===== config.mk =====
export PLATFORM = sky130hd
export DESIGN_NAME = br_resolve_unit
export DESIGN_NICKNAME = d
export VERILOG_FILES = /design/src/rtl/br_resolve_unit.sv
export SDC_FILE = /design/constraint.sdc
export NUM_CORES = 1
export LEC_CHECK = 0
export BUFFER_PORTS_ARGS = -buffer_cell sky130_fd_sc_hd__buf_2
export CELL_PAD_IN_SITES_DETAIL_PLACEMENT = 0
export CELL_PAD_IN_SITES_GLOBAL_PLACEMENT = 1
export CORE_AREA = 2 2 87 173
export CTS_BUF_LIST = sky130_fd_sc_hd__clkbuf_8
export CTS_CLUSTER_DIAMETER = 200
export DETAILED_ROUTE_END_ITERATION = 8
export DIE_AREA = 0 0 89 175
export GPL_ROUTABILITY_DRIVEN = 0
export PLACE_DENSITY_LB_ADDON = 0.1
export SYNTH_ARGS = -nofsm -noshare
export SYNTH_HDL_FRONTEND = slang
export SYNTH_SLANG_ARGS = --single-unit

===== constraint.sdc =====
create_clock -name clk -period 4.85 [get_ports clk]
set_input_delay 0.2425 -clock clk [delete_from_list [all_inputs] [get_ports clk]]
set_output_delay 0.2425 -clock clk [all_outputs]
set_load 0.03 [all_outputs]

===== src/rtl/br_resolve_unit.sv =====
// rtl/br_resolve_unit.sv - EX-stage branch resolver: registered flush/redirect, BTB write queue, perf counters
module br_resolve_unit #(
   parameter int IDX_W  = 9,
   parameter int QDEPTH = 2,
   parameter int CNT_W  = 16
) (
   input  logic                 clk,
   input  logic                 rst,
   input  logic                 valid_EX,
   input  logic                 stall_EX,
   input  logic                 br_instr_EX,
   input  logic                 br_taken_EX,
   input  logic [15:0]          pc_EX,
   input  logic [15:0]          dst_EX,
   input  logic                 pred_hit_EX,
   input  logic [15:0]          pred_tgt_EX,
   input  logic                 pred_strong_EX,
   input  logic                 btb_wr_rdy,
   output logic                 flush,
   output logic [15:0]          redirect_PC,
   output logic                 btb_wr_en,
   output logic [IDX_W-1:0]     btb_wr_index,
   output logic [33-IDX_W:0]    btb_wr_data,
   output logic                 wr_drop,
   output logic [CNT_W-1:0]     br_cnt,
   output logic [CNT_W-1:0]     mispred_cnt
);

   localparam int TAG_W = 16 - IDX_W;
   localparam int DW    = TAG_W + 18;
   localparam int EW    = IDX_W + DW;
   localparam int AW    = $clog2(QDEPTH);
   localparam logic [CNT_W-1:0] CNT_ONE = {{(CNT_W-1){1'b0}}, 1'b1};
   localparam logic [AW:0]      PTR_ONE = {{AW{1'b0}}, 1'b1};

   logic [EW-1:0]    r_mem [QDEPTH];
   logic [AW:0]      r_wptr;
   logic [AW:0]      r_rptr;

   logic             w_ev;
   logic             w_mispred;
   logic             w_push;
   logic [15:0]      w_redirect;
   logic [DW-1:0]    w_wdata;
   logic [TAG_W-1:0] w_tag;
   logic             w_empty;
   logic             w_full;
   logic             w_pop;
   logic             w_wr;
   logic [EW-1:0]    w_head;

   // The instruction sitting in EX during a flush cycle is wrong-path.
   assign w_ev  = valid_EX & ~stall_EX & br_instr_EX & ~flush;
   assign w_tag = pc_EX[15:IDX_W];

   always_comb begin
      w_mispred  = 1'b0;
      w_push     = 1'b0;
      w_redirect = dst_EX;
      w_wdata    = '0;
      if (br_taken_EX) begin
         if (!pred_hit_EX || (pred_tgt_EX != dst_EX)) begin
            w_mispred = 1'b1;
            w_push    = 1'b1;
            w_wdata   = {w_tag, 1'b0, 1'b1, dst_EX};
         end else if (!pred_strong_EX) begin
            w_push  = 1'b1;
            w_wdata = {w_tag, 1'b1, 1'b1, dst_EX};
         end
      end else if (pred_hit_EX) begin
         w_mispred  = 1'b1;
         w_push     = 1'b1;
         w_redirect = pc_EX + 16'd1;
         // A weak entry that mispredicts not-taken is evicted outright.
         w_wdata    = pred_strong_EX ? {w_tag, 1'b0, 1'b1, pred_tgt_EX} : '0;
      end
   end

   assign w_empty = (r_wptr == r_rptr);
   assign w_full  = (r_wptr[AW-1:0] == r_rptr[AW-1:0]) && (r_wptr[AW] != r_rptr[AW]);
   assign w_pop   = ~w_empty & btb_wr_rdy;
   assign w_wr    = w_ev & w_push & (~w_full | w_pop);
   assign w_head  = r_mem[r_rptr[AW-1:0]];

   assign btb_wr_en    = ~w_empty;
   assign btb_wr_index = w_empty ? '0 : w_head[EW-1:DW];
   assign btb_wr_data  = w_empty ? '0 : w_head[DW-1:0];

   always_ff @(posedge clk) begin
      if (w_wr) r_mem[r_wptr[AW-1:0]] <= {pc_EX[IDX_W-1:0], w_wdata};
   end

   always_ff @(posedge clk) begin
      if (rst) begin
         r_wptr      <= '0;
         r_rptr      <= '0;
         flush       <= 1'b0;
         redirect_PC <= '0;
         wr_drop     <= 1'b0;
         br_cnt      <= '0;
         mispred_cnt <= '0;
      end else begin
         if (w_wr)  r_wptr <= r_wptr + PTR_ONE;
         if (w_pop) r_rptr <= r_rptr + PTR_ONE;
         flush   <= w_ev & w_mispred;
         wr_drop <= w_ev & w_push & w_full & ~w_pop;
         if (w_ev && w_mispred) redirect_PC <= w_redirect;
         if (w_ev && !(&br_cnt)) br_cnt <= br_cnt + CNT_ONE;
         if (w_ev && w_mispred && !(&mispred_cnt)) mispred_cnt <= mispred_cnt + CNT_ONE;
      end
   end

endmodule


== Yosys cells after proc, flatten, opt, wreduce, memory -nomap -nowiden ==
Memory sizes are Yosys's and may differ from the RTL's. A register that Yosys moved wholly into a read port is not among the register bits.
Cells that the tools add are included.

* $add $sub $neg: 5
* Equal/unequal tests: 4
* Multiplexer cells: 19
* Bitwise operators: 15
* Reductions and logical operators: 10

{| class="wikitable"
|+ Operator list
! operator !! count
|-
| 25-bit two-way mux || 6
|-
| 16-bit by 1-bit adder with 16-bit output, second input constant || 3
|-
| 16-bit two-way mux || 2
|-
| 16-bit AND reduction || 2
|-
| 16-bit != test || 1
|-
| 1-bit two-way mux || 10
|-
| 1-bit bitwise AND || 9
|-
| 9-bit two-way mux || 1
|-
| 1-bit inverter || 5
|-
| 2-bit by 1-bit adder with 2-bit output, second input constant || 2
|-
| 1-bit logical AND || 4
|-
| 1-bit logical NOT || 3
|-
| 2-bit equality test || 1
|-
| 1-bit equality test || 1
|-
| 1-bit logical OR || 1
|-
| 1-bit != test || 1
|-
| 1-bit OR || 1
|}

* Register bits: 54
* RAM bits: 68
* Bits of input ports: 57
* Memories: 1

{| class="wikitable"
|+ Memories
! name !! words !! width !! read ports !! clocked after memory_dff !! wr ports !! RTL line !! source
|-
| r_mem || 2 || 34 || 1 || 1 || 1 || 36 || <nowiki>logic [EW-1:0] r_mem [QDEPTH];</nowiki>
|}

== Longest topological paths before layout ==
* Depth after elaboration: 8
* Depth in mapped cells: 8

== Least setup slack after synthesis ==
OpenSTA, ideal clock, no wires.

* Kind: register to register
* Start point: register flush
* End point: register r_wptr[1]
* Data arrival time: 3,663 ps
* Setup slack: 1,066 ps
* Stages on the path, launching flop included: 5
* Path buffers: 0
* Period minus slack after synthesis: 3,784 ps
* Path through: dfxtp_1 > nor4bb_1 > o21ai_0 > a2111oi_2 > mux2_2

* Longest elaborated chain between the ends: 4

{| class="wikitable"
|+ Ends and longest elaborated chain
! item !! RTL line !! source
|-
| from (decl) || 19 || <nowiki>output logic flush,</nowiki>
|-
| from (signal assigned) || 105 || <nowiki>flush <= w_ev & w_mispred;</nowiki>
|-
| 1-bit inverter || 53 || <nowiki>assign w_ev = valid_EX & ~stall_EX & br_instr_EX & ~flush;</nowiki>
|-
| 1-bit bitwise AND || 53 ||
|-
| 1-bit bitwise AND (2 in a row) || 82 || <nowiki>assign w_wr = w_ev & w_push & (~w_full | w_pop);</nowiki>
|-
| to (signal assigned) || 103 || <nowiki>if (w_wr) r_wptr <= r_wptr + PTR_ONE;</nowiki>
|-
| to (decl) || 37 || <nowiki>logic [AW:0] r_wptr;</nowiki>
|}

No other way between the ends.
A chain may end at the register's enable or synchronous reset.

== Worst setup path in the final report ==
Same ends and word-level chain as after synthesis.

==> results_dict.tcl <==
set metrics [dict create \
    synth_nets 620 \
    finalSetupViolations 0 \
    fp.coreArea_um2 14300 \
    clockBufferDepth 2 \
    fin_cells 901 \
    top_usage_layer "met2" \
    grtUsageMet1 0.222 \
    powerDensity_nw_per_um2 330 \
    initial_core_util 0.421 \
    antennaDiodeCount 0 \
    place_inst 869 \
    die_h_um 175 \
    ant_nets 0 \
    maxSlewHeadroom 0.280 \
    synthToLayoutAreaGrowth_pct 20.5 \
    syn_area_per_cell_um2 10.7 \
    drc_errors 0 \
    synth_flop_cell "edfxtp_1" \
    p_leak_uw 0.00278 \
    hold_ws_ns 0.0823 \
    period_share 0.510 \
    clock-skew-final_ns 0.0114 \
    max_freq_ghz 0.404 \
    yosysWarnings 0 \
    worst_pin_slew_ns 1.08 \
    synth-xor-area-share 0.0612 \
    cts.clk_slew.worst_paths_ns 0.07 \
    fill_cells 1413 \
    synth_edf_count 68 \
    drt-total-wl_mm 16.1 \
    multi_input_area_um2 2680 \
    ys_ff_latch 123 \
    yosysUniqueCellTypes 63 \
    vias_per_cell 5.28 \
    rsz0062_at_grt "no" \
    drt_iter0_markers 195 \
    finalPower_uw 2390 \
    rows 62 \
    clkSinkCount 123 \
    post_cts_buffers 0 \
    seq_area_um2 3140 \
    antenna_found_initial 0 \
    synth_compound_area_frac 0.122 \
    path_class "reg -> reg" \
    avgRoutedWirePerCell_um 17.8 \
    hold_path_class "in -> reg" \
    path_max_fanout 35 \
    h-tree-depth 4 \
    cts_tree "yes" \
    outcome "finished clean" \
    critPathLaunchType "register" \
    synthArstFlopShare 0 \
    post_dp_cell_area_um2 6850 \
    required_ns 5.16 \
    dieArea_um2 15600 \
    post_cts_resize_count 0 \
    grtUsageMet2 0.399 \
    hold_violations 0 \
    cts_hold_buffers 0 \
    syn-cell-area_um2 6010 \
    grt_max_degree 36 \
    hpwl_mm 12.0 \
    postSynthCellCount 560 \
    dieWidth_um 89 \
    grt_pass1_wl_mm 24.9 \
    numCtsBuffers 17 \
    synth-simple-area-share 0.189 \
    track_usage 0.211 \
    ys_seq_area_frac 0.523 \
    cp-end-kind "register" \
    fin_area_um2 7250 \
    root_buffer "clkbuf_8" \
    num_vias 4757 \
    port_buffers 141 \
    synth.area.mux_share 0.0639 \
    worstSkewPairLatency_ns 0.42 \
    synth_top_family_by_area "simple AND/OR/NAND/NOR gates" \
    synth-adder-area-share 0.00624 \
    tns_ns 0 \
    cp.arrival_ns 2.78 \
    peakVddDrop_uv 155 \
    slew_viol_final 0 \
    nets 756 \
    first_pass_iters 4 \
    ios 142 \
    grt_overflow_total 0 \
    cap_violations 0 \
    period_minus_slack_ns 2.47 \
    drive_gt1_frac 0.295 \
    grt_pass1_vias 4759 \
    met3_usage 0.0425 \
]
-- final cells by class --
cell class	count	share of cell area
sequential	123	0.434
multi-input combinational	398	0.370
timing repair buffer	147	0.104
tap	192	0.0331
clock buffer	17	0.0323
clock inverter	15	0.0226
inverter	9	0.00466
-- layer usage --
layer | vias up | share of wire
met5 | - | 0
met4 | 0 | 0.016
met3 | 10 | 0.041
met2 | 126 | 0.58
met1 | 2303 | 0.37
li1 | 2318 | -
-- metrics by stage --
step | utilization | setup slack (ns)
2_1_floorplan | - | 1.07
3_3_place_gp | 0.480 | 2.10
3_5_place_dp | 0.480 | 2.06
4_1_cts | 0.508 | 2.29
5_1_grt | 0.508 | 2.20
6_report | 0.508 | 2.38
-- logic make-up (layout without fill, tap and decap cells) --
kind of cell,after synthesis,count (layout)
flops,123,123
simple gates,218,218
xor+xnor,42,42
buf+inv,39,188
fa+ha+maj,3,3
mux,38,38
compound gates,97,97
-- placed cells by master (no fill, tap or decap), types with 3 or more instances in the layout --
master    Yosys  final
a211o_1      12     12
a211oi_1      3      3
a21oi_1      30     30
a22o_1       16     16
and2_1        6      6
and2_4        7      7
and4_1        4      4
buf_2         2    141
buf_4         2      6
clkbuf_8      2     17
clkinv_4      0      4
dfxtp_1      55     54
edfxtp_1     68     68
ha_1          3      3
inv_1         9      9
inv_6         0      5
mux2i_1      35     35
nand2_1      35     35
nand2b_1      4      4
nand3_1      27     27
nand4_1       9      9
nor2_1       85     85
nor3_1        6      6
o21ai_0       7      7
o31ai_1      12     12
or3_1         3      3
or4_1         8      8
xnor2_1      23     23
xor2_1       19     19
-- synth_stat cells (2+ instances only) --
| library cell | number | share of area |
|---|---|---|
| mux2_2 | 2 | 0.0037 |
| nor2_1 | 85 | 0.053 |
| o31ai_1 | 12 | 0.015 |
| dfxtp_1 | 55 | 0.18 |
| a21o_1 | 2 | 0.0025 |
| a22o_1 | 16 | 0.023 |
| nand4_1 | 9 | 0.0094 |
| buf_6 | 5 | 0.0094 |
| ha_1 | 3 | 0.0062 |
| buf_2 | 2 | 0.0017 |
| and4_1 | 4 | 0.0058 |
| nor4_1 | 2 | 0.0021 |
| and2_4 | 7 | 0.010 |
| clkbuf_8 | 2 | 0.0046 |
| and2_1 | 6 | 0.0062 |
| o41ai_1 | 2 | 0.0029 |
| inv_1 | 9 | 0.0056 |
| buf_4 | 2 | 0.0025 |
| nor4_4 | 2 | 0.0071 |
| a211o_1 | 12 | 0.017 |
| nand3_1 | 27 | 0.022 |
| o211ai_1 | 2 | 0.0025 |
| xor2_1 | 19 | 0.028 |
| clkbuf_1 | 18 | 0.011 |
| o21ai_0 | 7 | 0.0058 |
| and3_1 | 2 | 0.0021 |
| or4_1 | 8 | 0.010 |
| xnor2_1 | 23 | 0.034 |
| or3_1 | 3 | 0.0031 |
| mux2i_1 | 35 | 0.058 |
| nand2_1 | 35 | 0.022 |
| a21oi_1 | 30 | 0.025 |
| edfxtp_1 | 68 | 0.34 |
| a211oi_1 | 3 | 0.0037 |
| or2_1 | 2 | 0.0021 |
| nor2b_1 | 4 | 0.0042 |
| nand2b_1 | 4 | 0.0042 |
| nor3_1 | 6 | 0.0050 |
-- state kept, by name (all words and copies together) (netlist names), named ones only --
name	flops
redirect_PC	16
r_rptr	2
r_wptr	2
r_mem	68
flush	1
mispred_cnt	16
br_cnt	16
wr_drop	1
-- final timing paths --
path / slack, ns / cells after the start / startpoint / end
max: 2.38 / 5 / flush / r_wptr[1]
min: 0.08 / 1 / pc_EX[6] / r_mem[0][31]
max reg2reg: 2.38 / 5 / flush / r_wptr[1]
min reg2reg: 0.46 / 2 / redirect_PC[14] / redirect_PC[14]
-- report_power, final --
group          switching, uW  internal [uW]  total, uW
registers               25.4           1120       1140
logic                    224            117        341
clock network            442            465        907
total                    691           1700       2390
-- critical path, stage by stage (launching register included) --
cell and delay, ns:
dfxtp_1 0.33, nor4bb_1 0.45, o21ai_0 0.34, a2111oi_4 0.35, buf_4 0.49, mux2_2 0.39
Note: power is estimated with default switching activity, not from simulation.
